## src/rtl/axi_rv_pkg.sv

```systemverilog
// Shared response codes and FSM state encodings for the AXI-Lite to ready/valid bridge.
package axi_rv_pkg;

  localparam logic [1:0] RESP_OKAY   = 2'b00;
  localparam logic [1:0] RESP_SLVERR = 2'b10;
  localparam logic [1:0] RESP_DECERR = 2'b11;

  typedef enum logic [1:0] {
    W_IDLE = 2'd0,
    W_DATA = 2'd1,
    W_RESP = 2'd2
  } w_state_t;

  typedef enum logic [1:0] {
    R_IDLE = 2'd0,
    R_WAIT = 2'd1,
    R_RESP = 2'd2
  } r_state_t;

endpackage

```

## src/rtl/axi_to_ready_valid_n_timeout.sv

```systemverilog
// Saturating stall counter; expire_c fires on the stall cycle that brings the count to LIMIT.
module rv_timeout_counter #(
  parameter int unsigned LIMIT = 1023
) (
  input  logic clk,
  input  logic rst_n,
  input  logic en,
  input  logic clr,
  output logic expire_c
);

  generate
    if (LIMIT == 0) begin : g_off
      logic unused_ok;
      assign unused_ok = ^{clk, rst_n, en, clr};
      assign expire_c  = 1'b0;
    end else begin : g_on
      localparam int unsigned CW = $clog2(LIMIT + 1);
      logic [CW-1:0] cnt;

      // Count stall cycles, held at zero while cleared, saturating at LIMIT.
      always_ff @(posedge clk) begin
        if (!rst_n || clr) begin
          cnt <= '0;
        end else if (en && (cnt != CW'(LIMIT))) begin
          cnt <= cnt + CW'(1);
        end
      end

      assign expire_c = en && (cnt == CW'(LIMIT - 1));
    end
  endgenerate

endmodule

```

## src/rtl/axi_to_ready_valid_n.sv

```systemverilog
// AXI4-Lite slave mapping one ready/valid user channel per 32-bit word, with DECERR and timeouts.
module axi_to_ready_valid_n
  import axi_rv_pkg::*;
#(
  parameter int unsigned C_S00_AXI_DATA_WIDTH = 32,
  parameter int unsigned C_S00_AXI_ADDR_WIDTH = 6,
  parameter int unsigned NUM_CH               = 8,
  parameter int unsigned TIMEOUT_CYCLES       = 1023
) (
  input  logic                                   S00_AXI_aclk,
  input  logic                                   S00_AXI_aresetn,
  input  logic [C_S00_AXI_ADDR_WIDTH-1:0]        S00_AXI_awaddr,
  input  logic [2:0]                             S00_AXI_awprot,
  input  logic                                   S00_AXI_awvalid,
  output logic                                   S00_AXI_awready,
  input  logic [C_S00_AXI_DATA_WIDTH-1:0]        S00_AXI_wdata,
  input  logic [C_S00_AXI_DATA_WIDTH/8-1:0]      S00_AXI_wstrb,
  input  logic                                   S00_AXI_wvalid,
  output logic                                   S00_AXI_wready,
  output logic [1:0]                             S00_AXI_bresp,
  output logic                                   S00_AXI_bvalid,
  input  logic                                   S00_AXI_bready,
  input  logic [C_S00_AXI_ADDR_WIDTH-1:0]        S00_AXI_araddr,
  input  logic [2:0]                             S00_AXI_arprot,
  input  logic                                   S00_AXI_arvalid,
  output logic                                   S00_AXI_arready,
  output logic [C_S00_AXI_DATA_WIDTH-1:0]        S00_AXI_rdata,
  output logic [1:0]                             S00_AXI_rresp,
  output logic                                   S00_AXI_rvalid,
  input  logic                                   S00_AXI_rready,
  output logic [NUM_CH-1:0]                      ch_wvalid_o,
  input  logic [NUM_CH-1:0]                      ch_wready_i,
  input  logic [NUM_CH-1:0]                      ch_werror_i,
  output logic [C_S00_AXI_DATA_WIDTH-1:0]        ch_wdata_o,
  output logic [C_S00_AXI_DATA_WIDTH/8-1:0]      ch_wstrb_o,
  output logic [NUM_CH-1:0]                      ch_rready_o,
  input  logic [NUM_CH-1:0]                      ch_rvalid_i,
  input  logic [NUM_CH*C_S00_AXI_DATA_WIDTH-1:0] ch_rdata_i,
  input  logic [NUM_CH-1:0]                      ch_rerror_i,
  output logic                                   wr_timeout_o,
  output logic                                   rd_timeout_o
);

  localparam int unsigned DW  = C_S00_AXI_DATA_WIDTH;
  localparam int unsigned AW  = C_S00_AXI_ADDR_WIDTH;
  localparam int unsigned CHW = (NUM_CH > 1) ? $clog2(NUM_CH) : 1;

  logic clk;
  logic rst_n;
  assign clk   = S00_AXI_aclk;
  assign rst_n = S00_AXI_aresetn;

  logic unused_ok;
  assign unused_ok = ^{S00_AXI_awprot, S00_AXI_arprot, S00_AXI_awaddr[1:0], S00_AXI_araddr[1:0]};

  // ---------------- write path ----------------
  w_state_t       w_state, w_state_d;
  logic [CHW-1:0] w_ch, w_ch_d;
  logic           w_unm, w_unm_d;
  logic [1:0]     bresp_q, bresp_d;
  logic           wr_to_q, wr_to_d;
  logic           w_stall_c, w_exp_c, wready_c;

  assign w_stall_c = (w_state == W_DATA) && !w_unm && S00_AXI_wvalid && !ch_wready_i[w_ch];
  assign wready_c  = (w_state == W_DATA) && (w_unm || ch_wready_i[w_ch] || w_exp_c);

  rv_timeout_counter #(.LIMIT(TIMEOUT_CYCLES)) u_wr_timeout (
    .clk      (clk),
    .rst_n    (rst_n),
    .en       (w_stall_c),
    .clr      (w_state != W_DATA),
    .expire_c (w_exp_c)
  );

  // Write FSM next state and response selection.
  always_comb begin
    w_state_d = w_state;
    w_ch_d    = w_ch;
    w_unm_d   = w_unm;
    bresp_d   = bresp_q;
    wr_to_d   = 1'b0;
    case (w_state)
      W_IDLE: begin
        if (S00_AXI_awvalid) begin
          w_ch_d    = CHW'(S00_AXI_awaddr[AW-1:2]);
          w_unm_d   = 32'(S00_AXI_awaddr[AW-1:2]) >= NUM_CH;
          w_state_d = W_DATA;
        end
      end
      W_DATA: begin
        if (S00_AXI_wvalid && wready_c) begin
          w_state_d = W_RESP;
          if (w_unm) begin
            bresp_d = RESP_DECERR;
          end else if (ch_wready_i[w_ch]) begin
            bresp_d = ch_werror_i[w_ch] ? RESP_SLVERR : RESP_OKAY;
          end else begin
            bresp_d = RESP_SLVERR;
            wr_to_d = 1'b1;
          end
        end
      end
      W_RESP: begin
        if (S00_AXI_bready) begin
          w_state_d = W_IDLE;
        end
      end
      default: w_state_d = W_IDLE;
    endcase
  end

  // Write FSM registers.
  always_ff @(posedge clk) begin
    if (!rst_n) begin
      w_state <= W_IDLE;
      w_ch    <= '0;
      w_unm   <= 1'b0;
      bresp_q <= RESP_OKAY;
      wr_to_q <= 1'b0;
    end else begin
      w_state <= w_state_d;
      w_ch    <= w_ch_d;
      w_unm   <= w_unm_d;
      bresp_q <= bresp_d;
      wr_to_q <= wr_to_d;
    end
  end

  assign S00_AXI_awready = rst_n && (w_state == W_IDLE);
  assign S00_AXI_wready  = rst_n && wready_c;
  assign S00_AXI_bvalid  = (w_state == W_RESP);
  assign S00_AXI_bresp   = bresp_q;
  assign wr_timeout_o    = wr_to_q;
  assign ch_wvalid_o     = (rst_n && (w_state == W_DATA) && !w_unm && !w_exp_c && S00_AXI_wvalid)
                           ? (NUM_CH'(1) << w_ch) : '0;
  assign ch_wdata_o      = (|ch_wvalid_o) ? S00_AXI_wdata : '0;
  assign ch_wstrb_o      = (|ch_wvalid_o) ? S00_AXI_wstrb : '0;

  // ---------------- read path ----------------
  r_state_t       r_state, r_state_d;
  logic [CHW-1:0] r_ch, r_ch_d;
  logic           r_unm, r_unm_d;
  logic [1:0]     rresp_q, rresp_d;
  logic [DW-1:0]  rdata_q, rdata_d;
  logic           rd_to_q, rd_to_d;
  logic           r_stall_c, r_exp_c;

  assign r_stall_c = (r_state == R_WAIT) && !r_unm && !ch_rvalid_i[r_ch];

  rv_timeout_counter #(.LIMIT(TIMEOUT_CYCLES)) u_rd_timeout (
    .clk      (clk),
    .rst_n    (rst_n),
    .en       (r_stall_c),
    .clr      (r_state != R_WAIT),
    .expire_c (r_exp_c)
  );

  // Read FSM next state, data capture and response selection.
  always_comb begin
    r_state_d = r_state;
    r_ch_d    = r_ch;
    r_unm_d   = r_unm;
    rresp_d   = rresp_q;
    rdata_d   = rdata_q;
    rd_to_d   = 1'b0;
    case (r_state)
      R_IDLE: begin
        if (S00_AXI_arvalid) begin
          r_ch_d    = CHW'(S00_AXI_araddr[AW-1:2]);
          r_unm_d   = 32'(S00_AXI_araddr[AW-1:2]) >= NUM_CH;
          r_state_d = R_WAIT;
        end
      end
      R_WAIT: begin
        if (r_unm) begin
          rdata_d   = '0;
          rresp_d   = RESP_DECERR;
          r_state_d = R_RESP;
        end else if (ch_rvalid_i[r_ch]) begin
          rdata_d   = ch_rdata_i[32'(r_ch)*DW +: DW];
          rresp_d   = ch_rerror_i[r_ch] ? RESP_SLVERR : RESP_OKAY;
          r_state_d = R_RESP;
        end else if (r_exp_c) begin
          rdata_d   = '0;
          rresp_d   = RESP_SLVERR;
          rd_to_d   = 1'b1;
          r_state_d = R_RESP;
        end
      end
      R_RESP: begin
        if (S00_AXI_rready) begin
          rdata_d   = '0;
          r_state_d = R_IDLE;
        end
      end
      default: r_state_d = R_IDLE;
    endcase
  end

  // Read FSM registers.
  always_ff @(posedge clk) begin
    if (!rst_n) begin
      r_state <= R_IDLE;
      r_ch    <= '0;
      r_unm   <= 1'b0;
      rresp_q <= RESP_OKAY;
      rdata_q <= '0;
      rd_to_q <= 1'b0;
    end else begin
      r_state <= r_state_d;
      r_ch    <= r_ch_d;
      r_unm   <= r_unm_d;
      rresp_q <= rresp_d;
      rdata_q <= rdata_d;
      rd_to_q <= rd_to_d;
    end
  end

  assign S00_AXI_arready = rst_n && (r_state == R_IDLE);
  assign S00_AXI_rvalid  = (r_state == R_RESP);
  assign S00_AXI_rresp   = rresp_q;
  assign S00_AXI_rdata   = rdata_q;
  assign rd_timeout_o    = rd_to_q;
  assign ch_rready_o     = (rst_n && (r_state == R_WAIT) && !r_unm && !r_exp_c)
                           ? (NUM_CH'(1) << r_ch) : '0;

endmodule

```

## config.mk

```make
export PLATFORM = sky130hd
export DESIGN_NAME = axi_to_ready_valid_n
export DESIGN_NICKNAME = d
export VERILOG_FILES = /design/src/rtl/axi_rv_pkg.sv /design/src/rtl/axi_to_ready_valid_n_timeout.sv /design/src/rtl/axi_to_ready_valid_n.sv
export SDC_FILE = /design/constraint.sdc
export NUM_CORES = 1
export LEC_CHECK = 0
export ABC_AREA = 1
export CELL_PAD_IN_SITES_DETAIL_PLACEMENT = 1
export CELL_PAD_IN_SITES_GLOBAL_PLACEMENT = 2
export CORE_ASPECT_RATIO = 0.9
export CORE_MARGIN = 2
export CORE_UTILIZATION = 18
export DETAILED_ROUTE_END_ITERATION = 6
export HOLD_SLACK_MARGIN = 0.03
export PLACE_DENSITY = 0.95
export SLEW_MARGIN = 5
export SYNTH_ARGS = -nofsm -noshare
export SYNTH_HDL_FRONTEND = slang
export SYNTH_SLANG_ARGS = --single-unit
```

## constraint.sdc

```tcl
create_clock -name S00_AXI_aclk -period 4.5 [get_ports S00_AXI_aclk]
set_clock_uncertainty 0.1 [all_clocks]
set_input_delay 1.35 -clock S00_AXI_aclk [delete_from_list [all_inputs] [get_ports S00_AXI_aclk]]
set_output_delay 1.35 -clock S00_AXI_aclk [all_outputs]
set_load 0.05 [all_outputs]
```

# Word level (Yosys, flattened, before mapping)
# Cells that the tools add are included.
# word_totals
reg_bits	70
in_bits	349
# op_classes
addsub	2
order_cmp	4
n_eq_ne	16
n_shift	3
mux	35
bitwise_logic	4
reduce_logical	46
# op_table
op	count
$shiftx A256 B9 Y32	1
$mux W32	5
$pmux W32 S2	1
$mux W2	14
$logic_and A1 B1 Y1	21
$add A10 B1 Y10 const B	2
$eq A10 B10 Y1 const B	2
$ne A10 B10 Y1 const B	2
$mux W8	2
$shl A1 B3 Y8 const A	2
$bmux W1 S3	4
$pmux W2 S3	2
$ne A2 B1 Y1 const B	5
$reduce_and A3 Y1	3
$ge A4 B4 Y1 const B	2
$lt A3 B4 Y1 const B	2
$reduce_and A2 Y1	4
$reduce_or A4 Y1	2
$reduce_or A8 Y1	1
$logic_not A1 Y1	7
$mux W1	6
$eq A2 B1 Y1 const B	2
$eq A2 B2 Y1 const B	2
$logic_not A2 Y1	2
other kinds (7)	14

# Depth between registers and ports, before layout
# Gate-level depths: netlist (run 1).
# logic_depth
ltp_word	11
depth_mapped	13

# Cells and area by module
# Synthesis (run 1) repeated with hierarchy kept, for this count alone.
# unflattened
hier_cells	1196
area_unflattened_um2	6406.1
# by_module_without_submodules
module	n_inst	cells_each	area_per_inst_um2	seq_area_each_um2
axi_to_ready_valid_n	1	1014	5165.0	1001.0
rv_timeout_counter	2	91	620.6	200.2

# Worst setup path after synthesis (run 1)
# Ideal clock, no wire load.
# synth_path
kind	input port to output port
from	in S00_AXI_aresetn
to	out ch_wvalid_o[1]
arrival_time_ns	3.340
t_required_ns	3.050
slack_ns	-0.290
stages	8
path_cell_list	buf_2 inv_2 nor2_1 inv_2 nor3_1 nand2_1 buf_2 nor3_1
# synth_via
elab_chain_cells	5
# synth_rtl
element	line	text
from (decl)	axi_to_ready_valid_n.sv:11	input logic S00_AXI_aresetn,
$logic_and A1 B1 Y1 (4 in a row)	axi_to_ready_valid_n.sv:134	assign ch_wvalid_o = (rst_n && (w_state == W_DATA) && !w_unm && !w_exp_c && S00_AXI_wvalid)
$mux W8	axi_to_ready_valid_n.sv:135	? (NUM_CH'(1) << w_ch) : '0;
to (decl)	axi_to_ready_valid_n.sv:31	output logic [NUM_CH-1:0] ch_wvalid_o,
# No other way between the ends.

# Final worst setup path (run 1)
# layout_path
from	in S00_AXI_wvalid
to	out ch_wvalid_o[3]
# layout_via
elab_chain_cells	7
# layout_rtl
element	line	text
from (decl)	axi_to_ready_valid_n.sv:18	input logic S00_AXI_wvalid,
$logic_and A1 B1 Y1 (2 in a row)	axi_to_ready_valid_n.sv:64	assign w_stall_c = (w_state == W_DATA) && !w_unm && S00_AXI_wvalid && !ch_wready_i[w_ch];
$logic_and A1 B1 Y1	axi_to_ready_valid_n_timeout.sv:30	assign expire_c = en && (cnt == CW'(LIMIT - 1));
$logic_not A1 Y1	axi_to_ready_valid_n.sv:134	
$logic_and A1 B1 Y1	axi_to_ready_valid_n.sv:134	
$logic_and A1 B1 Y1 *	axi_to_ready_valid_n.sv:134	
$mux W8 *	axi_to_ready_valid_n.sv:135	
# Every way passes the cells marked *; elsewhere a longest branch is shown, timed or not.

==> qor.txt, run 1 <==
average wire per standard cell: 16.8 µm
area share of the largest cell type after synthesis: 0.458
Slew @ Worst Pin: 1330 ps
DR vias: 10,200
antenna viol nets, final: 0
Worst EP arrival: 2930 ps
Min-Delay Path Depth: 2
Worst EP required: 3050 ps
Synth Instances: 1,422
worst r2r path cells: 23
CTS buffer count: 9
Yosys cell types: 25
maxcap violations: 0
total I/O pin count: 444
maximum clock rate: 228 MHz
Hold Buf Count CTS: 0
Hold Worst Slack: 376 ps
antenna violations before repair: 2
grt ovf: 0
Fin Setup TNS: 0 ps
Vias/cell: 4.29
Nets: 2,206
path type of the worst min-delay path: reg -> reg
worst setup path category: in -> out
vias in the first global route: 10,700
Area growth syn-to-layout: 90.1%
fin crit period: 4380 ps
maximum number of pins on one net before global-route repair: 71
final hold vios: 0
Die Footprint: 41,100 µm²
post-DP HPWL: 30,400 µm
worst-path maximum fanout: 6
Net Sw Power: 2.78 mW
Clock Tree Buf Depth: 2
crit start category: input port
Reg power frac: 0.165
status: complete, no violations
Cell Pwr Density: 393 nW/µm²
final WL: 40,200 µm
Combinational Power Share: 0.683
Die Y: 193 µm
Initial DRT Pass Iterations: 6
RSZ-0062 raised after global routing: false
CORE AREA: 39,200 µm²
largest cells by area after synthesis: nand2_1 46%, dfxtp_1 20%, inv_1 5.5%
Initial DRC Count: 454
die width: 213 µm
Mean Syn Cell Area: 5.00 µm²
cell taking the most area after synthesis: nand2_1
first-pass GRT wire length: 59,300 µm
Initial Utilization: 0.181
Crit-path slowest cell: clkdlybuf4s50_1
# port buffers: 433
Sw Share: 0.524
DRC errors left: 0
#FFs+latches synth: 70
Final WS setup: 117 ps
Total GRT Usage: 0.184
CP dominant cell by count: buf_12
Worst slew margin: 0.113
Yosys warning total: 0
synthesized cell area: 7110 µm²
kind of end point of the critical path: output port
Static Leak: 6.58 nW
clock slew at reported path FFs: 60 ps
gp weighted congestion: 0.825
CTS Sinks: 70
syn nets: 1,780
fraction of final layout cells sized beyond drive strength 1: 0.116
number of placement rows: 69
critical-path cell list: clkdlybuf4s50_1 -> nand3_1 -> inv_1 -> nand4_1 -> nand2_4 -> buf_12 -> nor3_4 -> buf_6 -> buf_12
dpl ws: -122 ps
Internal Pwr Total: 2.53 mW
R2R setup slack: 520 ps
sequential area share after synthesis: 0.197
peak supply drop: 0.283 mV
Setup Viol. Count Final: 0
Root Buffer: clkbuf_16
CTS tree: yes
worst skew pair latency: 340 ps
fin crit share: 0.974
clock power share: 0.152
Final Max Tran Viols: 0
CP max stage delay: 480 ps
H-tree Lvls: 3
[per-stage QoR]
stage	cell area, µm²	total power, mW	std cells	utilization
3_3_place_gp	12500	4.26	2332	0.318
6_report	13500	5.31	2386	0.345
4_1_cts	13100	5.23	2382	0.335
2_1_floorplan	7150	3.17	1422	-
3_5_place_dp	12500	4.34	2332	0.318
5_1_grt	13500	5.80	2386	0.345
[sequential cells by signal, summed over array words and instances (netlist names)]
signal and flops:
wr_timeout_o 1, S00_AXI_rresp 2, w_unm 1, u_rd_timeout.g_on.cnt 10, rd_timeout_o 1, r_state 2
u_wr_timeout.g_on.cnt 10, r_unm 1, w_state 2, S00_AXI_bresp 2, r_ch 3, w_ch 3
S00_AXI_rdata 32
[kinds of logic after synthesis]
family	count (synthesis)	share of synthesized area
buffers and inverters	192	0.125
DFF	70	0.197
AOI/OAI and AO/OA	47	0.0340
xor gates and xnor gates	15	0.0185
adders and majority gates	9	0.0158
and+or+nand+nor	1089	0.610
[final cells by class]
cell class / count / area, µm²
inverters: 108 / 408
flip-flops and latches: 70 / 1410
well taps: 532 / 666
multi-input cells: 1160 / 5140
repair buffers: 499 / 5550
clock inverters: 7 / 105
fillers: 5039 / 25700
clock buffers: 9 / 225
diodes: 1 / 2.50
[power groups by stage]
| stage | registers [mW] | logic [mW] | clock network, mW |
|---|---|---|---|
| detailed placement | 0.882 | 3.46 | 0 |
| global route | 0.893 | 4.04 | 0.865 |
| CTS | 0.873 | 3.52 | 0.832 |
| global placement | 0.873 | 3.39 | 0 |
| floorplan | 1.10 | 2.08 | 0 |
| finish | 0.875 | 3.63 | 0.808 |
[cells in the final DEF (no fill, tap or decap), types with 3 or more instances in the layout]
cell,Yosys,routed
nand2_1,867,857
clkdlybuf4s50_1,0,361
inv_1,104,103
dfxtp_1,70,67
nor2_1,98,61
buf_12,0,58
buf_4,3,55
nand3_1,56,51
nand4_1,43,43
nor2_2,0,34
a21oi_1,32,32
dlymetal6s2s_1,0,15
clkbuf_16,0,14
o21ai_0,13,13
nor3_4,0,12
xnor2_1,9,9
ha_1,9,9
nand2_2,1,7
nor3_1,19,6
nand3_2,2,6
xor2_1,6,6
nand2_4,0,4
nor2_4,0,3
nand3_4,2,3
inv_2,4,3
buf_6,10,3
[path summary, 6_finish.rpt]
check,from,endpoint
worst min-delay path,S00_AXI_bresp[0]$_SDFFE_PN0P_,S00_AXI_bresp[0]$_SDFFE_PN0P_
worst min register to register,S00_AXI_bresp[0]$_SDFFE_PN0P_,S00_AXI_bresp[0]$_SDFFE_PN0P_
worst max-delay path,S00_AXI_wvalid,ch_wvalid_o[3]
worst max register to register,r_ch[1]$_SDFFE_PN0P_,rd_timeout_o$_SDFF_PP0_
[synthesized netlist by cell type]
master and n:
inv_1 104, xnor2_1 9, nand3_2 2, nand4_1 43
dfxtp_1 70, buf_2 37, or2_0 1, o211ai_1 1
nand3_1 56, nor2_1 98, nand2_1 867, nand2_2 1
buf_8 3, buf_1 8, nand3_4 2, a31o_2 1
clkbuf_1 23, buf_6 10, xor2_1 6, inv_2 4
buf_4 3, a21oi_1 32, ha_1 9, o21ai_0 13
nor3_1 19
[critical path, delay by kind of cell]
family | cells | cell delay (ps)
buffers and inverters | 5 | 1020
AND/OR/NAND/NOR | 4 | 550
[layer usage]
metal	vias to the layer above	GRT usage	part of all wire
met3	35	0.0260	0.045
li1	5159	-	-
met1	4826	0.220	0.43
met2	224	0.350	0.51
met5	-	0	0
met4	0	0.0278	0.015
[repair_timing]
item                                    4_1_cts  5_1_grt
gates cloned                                  0        7
pin swaps                                     7       21
gates resized for setup                      21       79
endpoints found under the setup margin       50       83
endpoints found under the hold margin         0        0
setup buffers                                34        1
Note: power is estimated with default switching activity, not from simulation.
==> run 2: changes to the inputs <==
--- a/config.mk
+++ b/config.mk
@@ -14,7 +14,7 @@
 export DETAILED_ROUTE_END_ITERATION = 6
 export HOLD_SLACK_MARGIN = 0.03
 export PLACE_DENSITY = 0.95
-export SLEW_MARGIN = 5
+export SLEW_MARGIN = 25
 export SYNTH_ARGS = -nofsm -noshare
 export SYNTH_HDL_FRONTEND = slang
 export SYNTH_SLANG_ARGS = --single-unit
==> run 2 against run 1 <==
Net effect:
- non-clock buffer count shrank 35
- flip-flop and latch count is the same
- via count shrank 1.7%
- sequential share of layout area is 0.28 points higher
- design area is 2.6% lower
- die area is the same
- utilization decreased by 0.90 points
- clock power down 12%
- critical endpoint is now ch_rready_o[6]
- highest routed layer unchanged
==> qor.txt, run 2 (synthesis gave the netlist of run 1 again) <==
Clock Tree Buf Depth: 2
final WL: 38,800 µm
critical-path cell list: clkdlybuf4s50_1 -> nand2_1 -> nand2_2 -> nand2_4 -> nand3_4 -> nand2_4 -> nand4_1 -> nand3_2 -> buf_12 -> nor3_4 -> buf_12
Die Footprint: 41,100 µm²
Initial DRT Pass Iterations: 5
average wire per standard cell: 16.5 µm
Worst EP required: 3050 ps
Final Util: 0.336
Slew @ Worst Pin: 832 ps
CORE AREA: 39,200 µm²
DRC errors left: 0
CP bufs+invs: 3
H-tree Lvls: 3
vias in the first global route: 10,500
post-DP HPWL: 30,500 µm
Total GRT Usage: 0.178
antenna viol nets, final: 0
die width: 213 µm
Worst slew margin: 0.445
worst setup path category: in -> out
Nets: 2,171
flip-flop count of the largest register after layout: 32
fin crit period: 4440 ps
worst skew pair latency: 330 ps
maximum number of pins on one net before global-route repair: 71
Cell Pwr Density: 386 nW/µm²
fraction of final layout cells sized beyond drive strength 1: 0.101
Worst path top cell family by delay: simple AND/OR/NAND/NOR gates
kind of end point of the critical path: output port
gp weighted congestion: 0.825
worst-path maximum fanout: 8
Initial DRC Count: 405
# port buffers: 433
path type of the worst min-delay path: reg -> reg
Area growth syn-to-layout: 85.1%
first-pass GRT wire length: 57,200 µm
Worst EP arrival: 2990 ps
commonest non-fill, non-tap cells in the layout: 858 x nand2_1, 368 x clkdlybuf4s50_1, 103 x inv_1, 67 x dfxtp_1, 58 x nor2_1
antenna violations before repair: 1
most common cell after layout, fill and taps aside: nand2_1
Crit-path slowest cell: clkdlybuf4s50_1
grt ovf: 0
DR vias: 10,100
Die Y: 193 µm
Static Leak: 6.35 nW
CTS Sinks: 70
maximum clock rate: 225 MHz
clock slew at reported path FFs: 60 ps
CP max stage delay: 460 ps
CTS tree: yes
number of placement rows: 69
Final Max Tran Viols: 0
fin crit share: 0.986
CTS buffer count: 9
crit start category: input port
Root Buffer: clkbuf_16
Setup Viol. Count Final: 0
status: complete, no violations
total I/O pin count: 444
maxcap violations: 0
FILL cells: 5,082
Vias/cell: 4.28
final hold vios: 0
peak supply drop: 0.325 mV
Hold Buf Count CTS: 0
Hold Worst Slack: 373 ps
Initial Utilization: 0.181
run 2: final timing paths:
path              slack [ps]                          start                       endpoint  depth (start not counted)
setup / recovery          60                 ch_rvalid_i[4]                 ch_rready_o[6]                         11
hold / removal           370  S00_AXI_bresp[0]$_SDFFE_PN0P_  S00_AXI_bresp[0]$_SDFFE_PN0P_                          2
setup reg to reg        1560           r_ch[0]$_SDFFE_PN0P_  S00_AXI_rdata[8]$_SDFFE_PN0P_                         13
hold reg to reg          370  S00_AXI_bresp[0]$_SDFFE_PN0P_  S00_AXI_bresp[0]$_SDFFE_PN0P_                          2
run 2: area by class of cell:
cell class,instances,area [µm²],area share
well taps,532,666,0.0506
multi-input cells,1160,5160,0.392
inverters,108,408,0.0310
clock buffers,9,225,0.0171
repair buffers,464,5230,0.397
clock inverters,7,61.3,0.00466
flip-flops and latches,70,1410,0.107
diodes,1,2.50,0.000190
run 2: routing by layer:
layer,share of wire,up-vias,global-route usage
li1,-,5092,-
met1,0.43,4732,0.217
met2,0.50,204,0.327
met3,0.046,38,0.0267
met4,0.021,0,0.0379
met5,0,-,0
run 2: what timing repair did:
action	4_1_cts	5_1_grt
setup endpoints to repair	45	50
pin swaps	1	19
gates cloned	0	5
resized for setup	13	79
setup buffers	0	1
run 2: tightest hold or removal path, delay by kind of cell, from the launching register on:
family | cells | cell delay, ps
flops | 1 | 310
simple gates | 1 | 60
compound gates | 1 | 50
run 2: power by group:
part	switching, mW	total, mW	internal, mW	leakage (nW)
clock	0.324	0.710	0.386	0.143
combinational	2.27	3.49	1.21	5.63
sequential	0.131	0.873	0.742	0.574
total	2.73	5.07	2.34	6.35
run 2: per-stage QoR:
step	setup WS [ps]	total power [mW]	std cells	TNS, ps	instance area [µm²]
after floorplan	-290	3.17	1422	-818	7150
after global placement	-52.8	4.26	2332	-264	12500
after detailed placement	-87.8	4.35	2332	-876	12500
after CTS	-2.14	5.09	2348	-3.31	12800
after global routing	-11.9	5.56	2351	-22.3	13200
final	61.7	5.07	2351	0	13200
==> run 3: changes to the inputs <==
--- a/config.mk
+++ b/config.mk
@@ -8,12 +8,12 @@
 export ABC_AREA = 1
 export CELL_PAD_IN_SITES_DETAIL_PLACEMENT = 1
 export CELL_PAD_IN_SITES_GLOBAL_PLACEMENT = 2
-export CORE_ASPECT_RATIO = 0.9
-export CORE_MARGIN = 2
-export CORE_UTILIZATION = 18
+export CORE_AREA = 2 2 172 174
 export DETAILED_ROUTE_END_ITERATION = 6
+export DIE_AREA = 0 0 174 176
+export DONT_BUFFER_PORTS = 1
 export HOLD_SLACK_MARGIN = 0.03
-export PLACE_DENSITY = 0.95
+export PLACE_DENSITY = 0.81
 export SLEW_MARGIN = 25
 export SYNTH_ARGS = -nofsm -noshare
 export SYNTH_HDL_FRONTEND = slang
==> constraint.sdc (replaced) <==
create_clock -name S00_AXI_aclk -period 5.7 [get_ports S00_AXI_aclk]
set_clock_uncertainty 0.1 [all_clocks]
set_input_delay 1.71 -clock S00_AXI_aclk [delete_from_list [all_inputs] [get_ports S00_AXI_aclk]]
set_output_delay 1.71 -clock S00_AXI_aclk [all_outputs]
set_load 0.05 [all_outputs]
==> run 3 against run 2 <==
Net effect:
- sequential share of layout area rose by 7.1 points
- global-route usage rose by 1.0 points
- critical endpoint is now ch_wvalid_o[1]
- largest cell class is now multi-input combinational cells
- flip-flop and latch count did not move
- worst hold slack improved by 35 ps
- largest power group unchanged
- register-to-register slack improved by 1300 ps
- via count fell by 16%
- sequential power rose by 8.6%
==> qor.txt, run 3 (synthesis gave the netlist of run 1 again) <==
Initial Utilization: 0.249
post-cts resize count: 0
R2R setup slack: 2810 ps
first-pass GRT wire length: 46,100 µm
Setup Viol. Count Final: 0
average wire per standard cell: 16.7 µm
number of placement rows: 62
antenna violations before repair: 2
Static Leak: 4.40 nW
met3 Usage GRT: 0.0373
Worst EP arrival: 3120 ps
maxcap violations: 0
RSZ-0062 raised after global routing: false
worst setup path category: in -> out
Cell Pwr Density: 437 nW/µm²
clock slew at reported path FFs: 70 ps
die width: 174 µm
Clock Tree Buf Depth: 2
Area growth syn-to-layout: 11.2%
Hold Buf Count CTS: 0
total I/O pin count: 444
HP Start: u_rd_timeout.g_on.cnt[9]$_SDFFE_PP0P_
Worst setup startpoint: ch_wready_i[7]
gp weighted congestion: 0.850
grt ovf: 0
Nets: 1,769
routing usage on met1: 0.234
worst skew pair latency: 340 ps
Total GRT Usage: 0.188
H-tree Lvls: 3
CTS buffer count: 9
FILL cells: 3,981
Initial DRT Pass Iterations: 4
status: complete, no violations
Fin Setup TNS: 0 ps
vias in the first global route: 8,657
Die Y: 176 µm
CORE AREA: 28,500 µm²
most common cell after layout, fill and taps aside: nand2_1
Worst slew margin: 0.308
final WL: 30,100 µm
antenna viol nets, final: 0
DR vias: 8,463
# port buffers: 0
Final Max Tran Viols: 0
maximum clock rate: 203 MHz
Setup crit end: ch_wvalid_o[1]
worst-path maximum fanout: 42
r2r startpoint: r_ch[0]$_SDFFE_PN0P_
Slew @ Worst Pin: 1030 ps
DRC errors left: 0
kind of end point of the critical path: output port
Die Footprint: 30,600 µm²
peak supply drop: 0.258 mV
worst r2r path cells: 12
CTS tree: yes
path type of the worst min-delay path: reg -> reg
fraction of final layout cells sized beyond drive strength 1: 0.0678
maximum number of pins on one net before global-route repair: 116
GRT Max-Usage Layer: met2
fin crit period: 4930 ps
CTS Sinks: 70
final hold vios: 0
flip-flop count of the largest register after layout: 32
fin crit share: 0.866
total power draw: 3.46 mW
post-CTS setup buffers: 0
Vias/cell: 4.70
crit start category: input port
post-DP HPWL: 24,000 µm
r2r endpoint: S00_AXI_rdata[8]$_SDFFE_PN0P_
Initial DRC Count: 383
Root Buffer: clkbuf_16
commonest non-fill, non-tap cells in the layout: 866 x nand2_1, 104 x inv_1, 97 x nor2_1, 67 x dfxtp_1, 61 x buf_4
Worst EP required: 3890 ps
GR Layer Usage met2: 0.331
==> run 3: worst min-delay path by stage <==
stage,endpoint,slack (ps),cells after the start
finish,u_rd_timeout.g_on.cnt[9]$_SDFFE_PP0P_,410,2
global route,S00_AXI_bresp[0]$_SDFFE_PN0P_,440,2
CTS,u_wr_timeout.g_on.cnt[6]$_SDFFE_PP0P_,410,2
detailed placement,u_wr_timeout.g_on.cnt[6]$_SDFFE_PP0P_,400,2
global placement,u_wr_timeout.g_on.cnt[6]$_SDFFE_PP0P_,390,2
floorplan,S00_AXI_bresp[0]$_SDFFE_PN0P_,370,2
==> run 3: layout make-up <==
cell class                 instances  area, µm²  share of cell area
inverter                         108        408              0.0516
multi-input combinational       1160       4840               0.612
clock buffer                       9        225              0.0285
sequential                        70       1410               0.178
clock inverter                     7       75.1             0.00949
tap                              384        480              0.0608
antenna                            2       5.00            0.000633
timing repair buffer              62        469              0.0593
==> run 3: worst max-delay path: stages <==
cell and delay [ps]:
nand2_1 40, nand2_1 90, nand2_1 50, nand3_1 180, nand2_1 140, nand4_1 120, nand2_1 60, buf_4 260
nor3_2 220, buf_4 240
==> run 3: report_power, final <==
part | switching (mW) | internal (mW) | total, mW
sequential | 0.363 | 0.585 | 0.948
clock | 0.257 | 0.311 | 0.568
combinational | 1.37 | 0.569 | 1.94
==> run 3: through the flow <==
step            util  area, µm²  hold WS, ps  setup slack [ps]  std cells
2_1_floorplan      -       7110          370               190       1422
3_3_place_gp   0.266       7590          385               824       1784
3_5_place_dp   0.266       7590          397               790       1784
4_1_cts        0.277       7890          411               795       1800
5_1_grt        0.277       7910          442               590       1801
6_report       0.277       7910          408               765       1802
==> run 3: layer usage <==
layer | wire, µm | up-vias | part of all wire
li1 | - | 4296 | -
met2 | 14500 | 247 | 0.48
met4 | 735 | 0 | 0.024
met5 | 0 | - | 0
met1 | 13000 | 3879 | 0.43
met3 | 1910 | 41 | 0.063
